`config.mk`:
```
export PLATFORM = sky130hd
export DESIGN_NAME = butterfly_egress_port
export DESIGN_NICKNAME = d
export VERILOG_FILES = /design/src/rtl/bfly_pkg.sv /design/src/rtl/bfly_sync_fifo.sv /design/src/rtl/butterfly_egress_port.sv
export SDC_FILE = /design/constraint.sdc
export NUM_CORES = 1
export LEC_CHECK = 0
export CAP_MARGIN = 20
export CORE_ASPECT_RATIO = 0.75
export CORE_MARGIN = 2
export CORE_UTILIZATION = 25
export CTS_CLUSTER_DIAMETER = 40
export CTS_CLUSTER_SIZE = 12
export DETAILED_ROUTE_END_ITERATION = 10
export DONT_BUFFER_PORTS = 1
export PLACE_DENSITY = 0.45
export REMOVE_ABC_BUFFERS = 1
export SYNTH_ARGS = -nofsm -noshare
export SYNTH_HDL_FRONTEND = slang
export SYNTH_HIERARCHICAL = 1
export SYNTH_SLANG_ARGS = --single-unit
```
`constraint.sdc`:
```
create_clock -name clk -period 3.4 [get_ports clk]
set_input_delay 0.34 -clock clk [delete_from_list [all_inputs] [get_ports clk]]
set_output_delay 0.34 -clock clk [all_outputs]
set_load 0.02 [all_outputs]
```
`src/rtl/bfly_pkg.sv`:
```
// Shared definitions for butterfly network stages: header field geometry and
// the statistics record kept by each egress port.
package bfly_pkg;

   // Widest port index the stats record can hold (networks up to 256 ports).
   localparam int STAT_DST_W = 8;

   function automatic int idx_w(input int n);
      return $clog2(n);
   endfunction

   function automatic int hdr_lsb(input int dw, input int n);
      return dw - idx_w(n);
   endfunction

   typedef struct packed {
      logic [15:0]           pkt_cnt;
      logic [7:0]            drop_cnt;
      logic                  err_misroute;
      logic [STAT_DST_W-1:0] err_dst;
   } stats_t;

endpackage

```
`src/rtl/bfly_sync_fifo.sv`:
```
// Single-clock FIFO with wrap-bit pointers; head is read from registered storage
// and forced to zero while empty.
module bfly_sync_fifo #(
   parameter int WIDTH = 32,
   parameter int DEPTH = 4
) (
   input  logic             clk,
   input  logic             rst,
   input  logic             i_push,
   input  logic             i_pop,
   input  logic [WIDTH-1:0] i_data,
   output logic             o_full,
   output logic             o_empty,
   output logic [WIDTH-1:0] o_head
);

   localparam int AW = $clog2(DEPTH);

   logic [AW:0]      r_wr_ptr;
   logic [AW:0]      r_rd_ptr;
   logic [WIDTH-1:0] r_mem [DEPTH];
   logic             w_do_push;
   logic             w_do_pop;

   assign w_do_push = i_push & ~o_full;
   assign w_do_pop  = i_pop & ~o_empty;

   // Same slot index but opposite wrap bit means the writer is a full lap ahead.
   assign o_empty = (r_wr_ptr == r_rd_ptr);
   assign o_full  = (r_wr_ptr[AW] != r_rd_ptr[AW]) &&
                    (r_wr_ptr[AW-1:0] == r_rd_ptr[AW-1:0]);

   always_ff @(posedge clk) begin
      if (rst) begin
         r_wr_ptr <= '0;
         r_rd_ptr <= '0;
      end else begin
         if (w_do_push) r_wr_ptr <= r_wr_ptr + 1'b1;
         if (w_do_pop)  r_rd_ptr <= r_rd_ptr + 1'b1;
      end
   end

   always_ff @(posedge clk) begin
      if (w_do_push) r_mem[r_wr_ptr[AW-1:0]] <= i_data;
   end

   assign o_head = o_empty ? '0 : r_mem[r_rd_ptr[AW-1:0]];

endmodule

```
`src/rtl/butterfly_egress_port.sv`:
```
// Egress stage for one butterfly output: checks the routed destination, strips the
// header, buffers payloads for the local consumer and keeps delivery/misroute stats.
module butterfly_egress_port
   import bfly_pkg::*;
#(
   parameter int DW      = 35,
   parameter int N       = 8,
   parameter int PORT_ID = 0,
   parameter int DEPTH   = 4
) (
   input  logic                       clk,
   input  logic                       rst,
   input  logic                       i_valid,
   output logic                       i_ready,
   input  logic [DW-1:0]              i_data,
   output logic                       o_valid,
   input  logic                       o_ready,
   output logic [hdr_lsb(DW,N)-1:0]   o_data,
   input  logic                       clr_stats,
   output logic [15:0]                pkt_cnt,
   output logic [7:0]                 drop_cnt,
   output logic                       err_misroute,
   output logic [idx_w(N)-1:0]        err_dst
);

   localparam int IW = idx_w(N);
   localparam int PW = hdr_lsb(DW, N);
   localparam logic [IW-1:0] MY_IDX = IW'(PORT_ID);

   logic [IW-1:0] w_dst;
   logic [PW-1:0] w_payload;
   logic          w_accept;
   logic          w_push;
   logic          w_misroute;
   logic          w_pop;
   logic          w_full;
   logic          w_empty;
   stats_t        r_stats;

   assign w_dst     = i_data[DW-1 -: IW];
   assign w_payload = i_data[PW-1:0];

   // Misrouted flits are still accepted so they cannot block the network port.
   assign i_ready    = ~w_full & ~rst;
   assign w_accept   = i_valid & i_ready;
   assign w_push     = w_accept & (w_dst == MY_IDX);
   assign w_misroute = w_accept & (w_dst != MY_IDX);
   assign o_valid    = ~w_empty;
   assign w_pop      = o_valid & o_ready;

   bfly_sync_fifo #(
      .WIDTH (PW),
      .DEPTH (DEPTH)
   ) u_fifo (
      .clk     (clk),
      .rst     (rst),
      .i_push  (w_push),
      .i_pop   (w_pop),
      .i_data  (w_payload),
      .o_full  (w_full),
      .o_empty (w_empty),
      .o_head  (o_data)
   );

   // A clear wins over any increment or capture landing in the same cycle.
   always_ff @(posedge clk) begin
      if (rst || clr_stats) begin
         r_stats <= '0;
      end else begin
         if (w_pop && (r_stats.pkt_cnt != 16'hFFFF))
            r_stats.pkt_cnt <= r_stats.pkt_cnt + 16'd1;
         if (w_misroute) begin
            if (r_stats.drop_cnt != 8'hFF)
               r_stats.drop_cnt <= r_stats.drop_cnt + 8'd1;
            r_stats.err_misroute <= 1'b1;
            if (!r_stats.err_misroute)
               r_stats.err_dst <= STAT_DST_W'(w_dst);
         end
      end
   end

   assign pkt_cnt      = r_stats.pkt_cnt;
   assign drop_cnt     = r_stats.drop_cnt;
   assign err_misroute = r_stats.err_misroute;
   assign err_dst      = IW'(r_stats.err_dst);

endmodule

```
==> impl_metrics.toml <==
[outcome]
outcome = "complete, but fails checks"
violations = "DRC"

[floorplan]
dieHeight_um = 147
floorplan.io_pins = 102
fp.coreArea_um2 = 26900
fp-row-count = 52
die-area_um2 = 28500
floorplan.die.width_um = 194
floorplan.initialDensity_pct = 25.3

[clock_tree]
tritoncts_num_sinks = 164
clkSlewWorstSetupHoldPaths_ns = 0.07
cts-buffers-inserted = 17
cts_resized = 0
cts_root_buffer = "clkbuf_16"
clk-insertion-delay-late_ns = 0.42
h-tree-depth = 4
cts-root-to-sink-buffers = 2
tritoncts = "yes"

[detailed_routing]
via_per_inst = 4.62
drt_first_iter_violations = 262
drt.antenna.violating_nets = 0
drt-total-wl_mm = 15.3
routed_wire_length_per_instance_um = 18.1
post-route-drc-count = 8
drt_first_pass_iters = 7
detailroute.via_count = 3917

[critical_path]
cp.required_ns = 3.50
critPathMaxStageDelay_ns = 0.51
crit_arrival_ns = 2.97
critPathKind = "flop to flop"
critical_path.slowest_cell = "dfxtp_1"
element_type_at_the_critical_path_end = "flop"
worstPathCellList = "xor2_1, nor3_1, or3b_1, nor2_1, inv_1, a31oi_1, and2_2, buf_12"
largest_fanout_on_the_critical_path = 32
worst_setup_path_start_kind = "flop"

[timing]
layout_worst_path_cycle_share_pct = 84.3
maximum_clock_frequency_mhz = 349
final_max_slew_viol_count = 0
endpoints_failing_hold = 0
slew-limit-headroom_pct = 37.8
worst_slew_pin_slew_ns = 0.933
setup_repair_after_global_routing_missed_its_margin = "false"
skew_ns = 0.0135
timing.final.crit_period_ns = 2.87
worst_slack_ns = 0.533
fin_tns_setup_ns = 0
setup_viol = 0

[power]
p_int_mw = 3.36
net-switching-power_mw = 1.20
total_power_mw = 4.57
netSwitchingFraction_pct = 26.4
areal_power_density_over_the_cells_nw_per_um2 = 557
leakage_nw = 2.48
vdd_drop_max_mv = 0.249
clock_power_share_pct = 40.5
power_frac_seq_pct = 48.5
combinational_group_share_of_total_power_pct = 11.0

[synth]
flops_latches_synth = 164
post_synth_num_cell_types = 47
syn-mean-instance-area_um2 = 15.5
synth-simple-area-share_pct = 12.0
synth_sequential_area_ratio_pct = 67.1
post_synth_inst_count = 440
synth.cell_area_um2 = 6800
multiplexer_fraction_of_the_synthesized_cell_area_pct = 10.7
synth_fa_ha_area_share_pct = 1.29
main_combinational_cell_family_by_area_after_synthesis = "simple AND/OR/NAND/NOR gates"
synth_enable_flop_cells = 128
fraction_of_synthesis_flops_using_an_asynchronous_set_or_reset_pin_pct = 0
synth_compound_gate_area_share_pct = 6.04
synthXorXnorAreaFrac_pct = 0.883
ys.flop_type = "edfxtp_1"
yosysWarningCount = 6

[final_layout]
final-instance-count-excl-fill = 848
drive_gt1_share_pct = 17.4
fin_nets = 528
layout_overhead_on_the_synthesized_area_pct = 20.6
layout.core_utilization_pct = 30.5

[placed_design]
gp_routability_congestion = 0.735
detailedPlacementHpwl_mm = 9.99
dp_slack_ns = 0.536
post-place-cells = 780
buffer_ports.inserted = 0

[global_routing]
grt_max_degree = 33
grt.total_usage_pct = 11.1
first_global_vias = 4007
globalRouteOverflowTotal = 0
grt_antenna_before_repair = 4
grt_first_pass_wirelength_mm = 23.7

[min_path]
timing.hold.worst.class = "primary input to flop"

[run]
cap_violations = 0
[registers in the layout, summed over array words and instances, names as in the netlist, named ones only]
name             cells
drop_cnt             8
err_dst              3
err_misroute         1
pkt_cnt             16
u_fifo/r_mem       128
u_fifo/r_rd_ptr      3
u_fifo/r_wr_ptr      3
[power by group through the flow]
stage | sequential [mW] | clock (mW) | combinational [mW]
global placement | 2.26 | 0 | 0.469
detailed placement | 2.27 | 0 | 0.470
global route | 2.22 | 2.00 | 0.553
CTS | 2.22 | 1.92 | 0.519
floorplan | 2.27 | 0 | 0.334
finish | 2.22 | 1.85 | 0.504
[critical path: cells and delay by family, from the launching register on]
kind / cells / cell delay (ns)
AND/OR/NAND/NOR: 4 / 1.07
flip-flops: 1 / 0.51
AO/OA/AOI/OAI: 1 / 0.20
XOR/XNOR: 1 / 0.46
buffers and inverters: 2 / 0.30
[Yosys cell counts, drive strengths merged (2+ instances only)]
library cell,instances,share of area [%]
a211o,2,0.26
nor3b,4,0.44
o41ai,3,0.39
or3,9,0.85
a31oi,3,0.28
nor3,5,0.44
or4,9,0.99
mux4,32,11
nand2,19,1.0
and2,3,0.28
nor2,9,0.50
nor4,2,0.18
xor2,3,0.50
or2,2,0.18
o21ai,16,1.2
inv,9,0.50
edfxtp,128,57
nor2b,34,3.1
o31ai,8,0.88
buf,13,1.1
clkbuf,6,0.33
dfxtp,36,11
and4,6,0.79
nand3b,2,0.22
nand4,12,1.2
o311ai,3,0.39
and3,4,0.39
o211ai,3,0.33
xnor2,3,0.39
a21oi,21,1.5
ha,7,1.3
a41oi,3,0.39
nand3,15,1.1
[cell usage in the layout (no fill, tap or decap), types with 15 or more instances in the layout]
cell type / instances
dfxtp_1: 34
nor2b_1: 34
a21oi_1: 21
mux4_2: 32
edfxtp_1: 128
o21ai_0: 16
clkbuf_16: 17
dlygate4sd3_1: 33
nand2_1: 19
nand3_1: 15
[stage by stage]
step	hold WS [ns]	area (um^2)
after global placement	0.412	7280
after global routing	0.0433	8200
final	0.0545	8200
after floorplan	0.409	6700
after detailed placement	0.416	7280
after CTS	0.0000122	8180
[path summary, 6_finish.rpt]
check             slack, ns          startpoint  cells after the start                  end
setup reg to reg       0.53  u_fifo/r_wr_ptr[1]                      8  u_fifo/r_mem[1][25]
hold reg to reg        0.55  u_fifo/r_wr_ptr[2]                      2   u_fifo/r_wr_ptr[2]
hold / removal         0.05          i_data[34]                      2           err_dst[2]
setup / recovery       0.53  u_fifo/r_wr_ptr[1]                      8  u_fifo/r_mem[1][25]
[layout make-up]
class                   instances  area (um^2)
multi-input cells             248         2120
fillers                      2621        18700
clock buffers                  17          425
clock inverters                15          153
flip-flops and latches        164         4570
repair buffers                 41          453
diodes                          3         7.51
well taps                     351          439
inverters                       9         33.8
[per-layer routing]
layer	share of wire, %	vias up	GRT usage (%)
li1	-	1839	-
met1	46	1976	14.4
met2	46	87	16.8
met3	7.0	13	4.66
met4	1.3	2	3.31
met5	0.072	-	0
[timing repair]
| item | 4_1_cts | 5_1_grt |
|---|---|---|
| endpoints found under the hold margin | 129 | 4 |
| hold buffers | 32 | 1 |
| setup buffers | 0 | 0 |
[kinds of logic (layout without fill, tap and decap cells)]
group	after synthesis	in the layout
buffers and inverters	28	82
multiplexers	33	33
XOR/XNOR	6	6
flip-flops	164	164
adder cells (fa/ha/maj)	7	7
AO/OA/AOI/OAI	65	65
other	0	3
AND/OR/NAND/NOR	137	137
(Power assumes the default switching activity.)
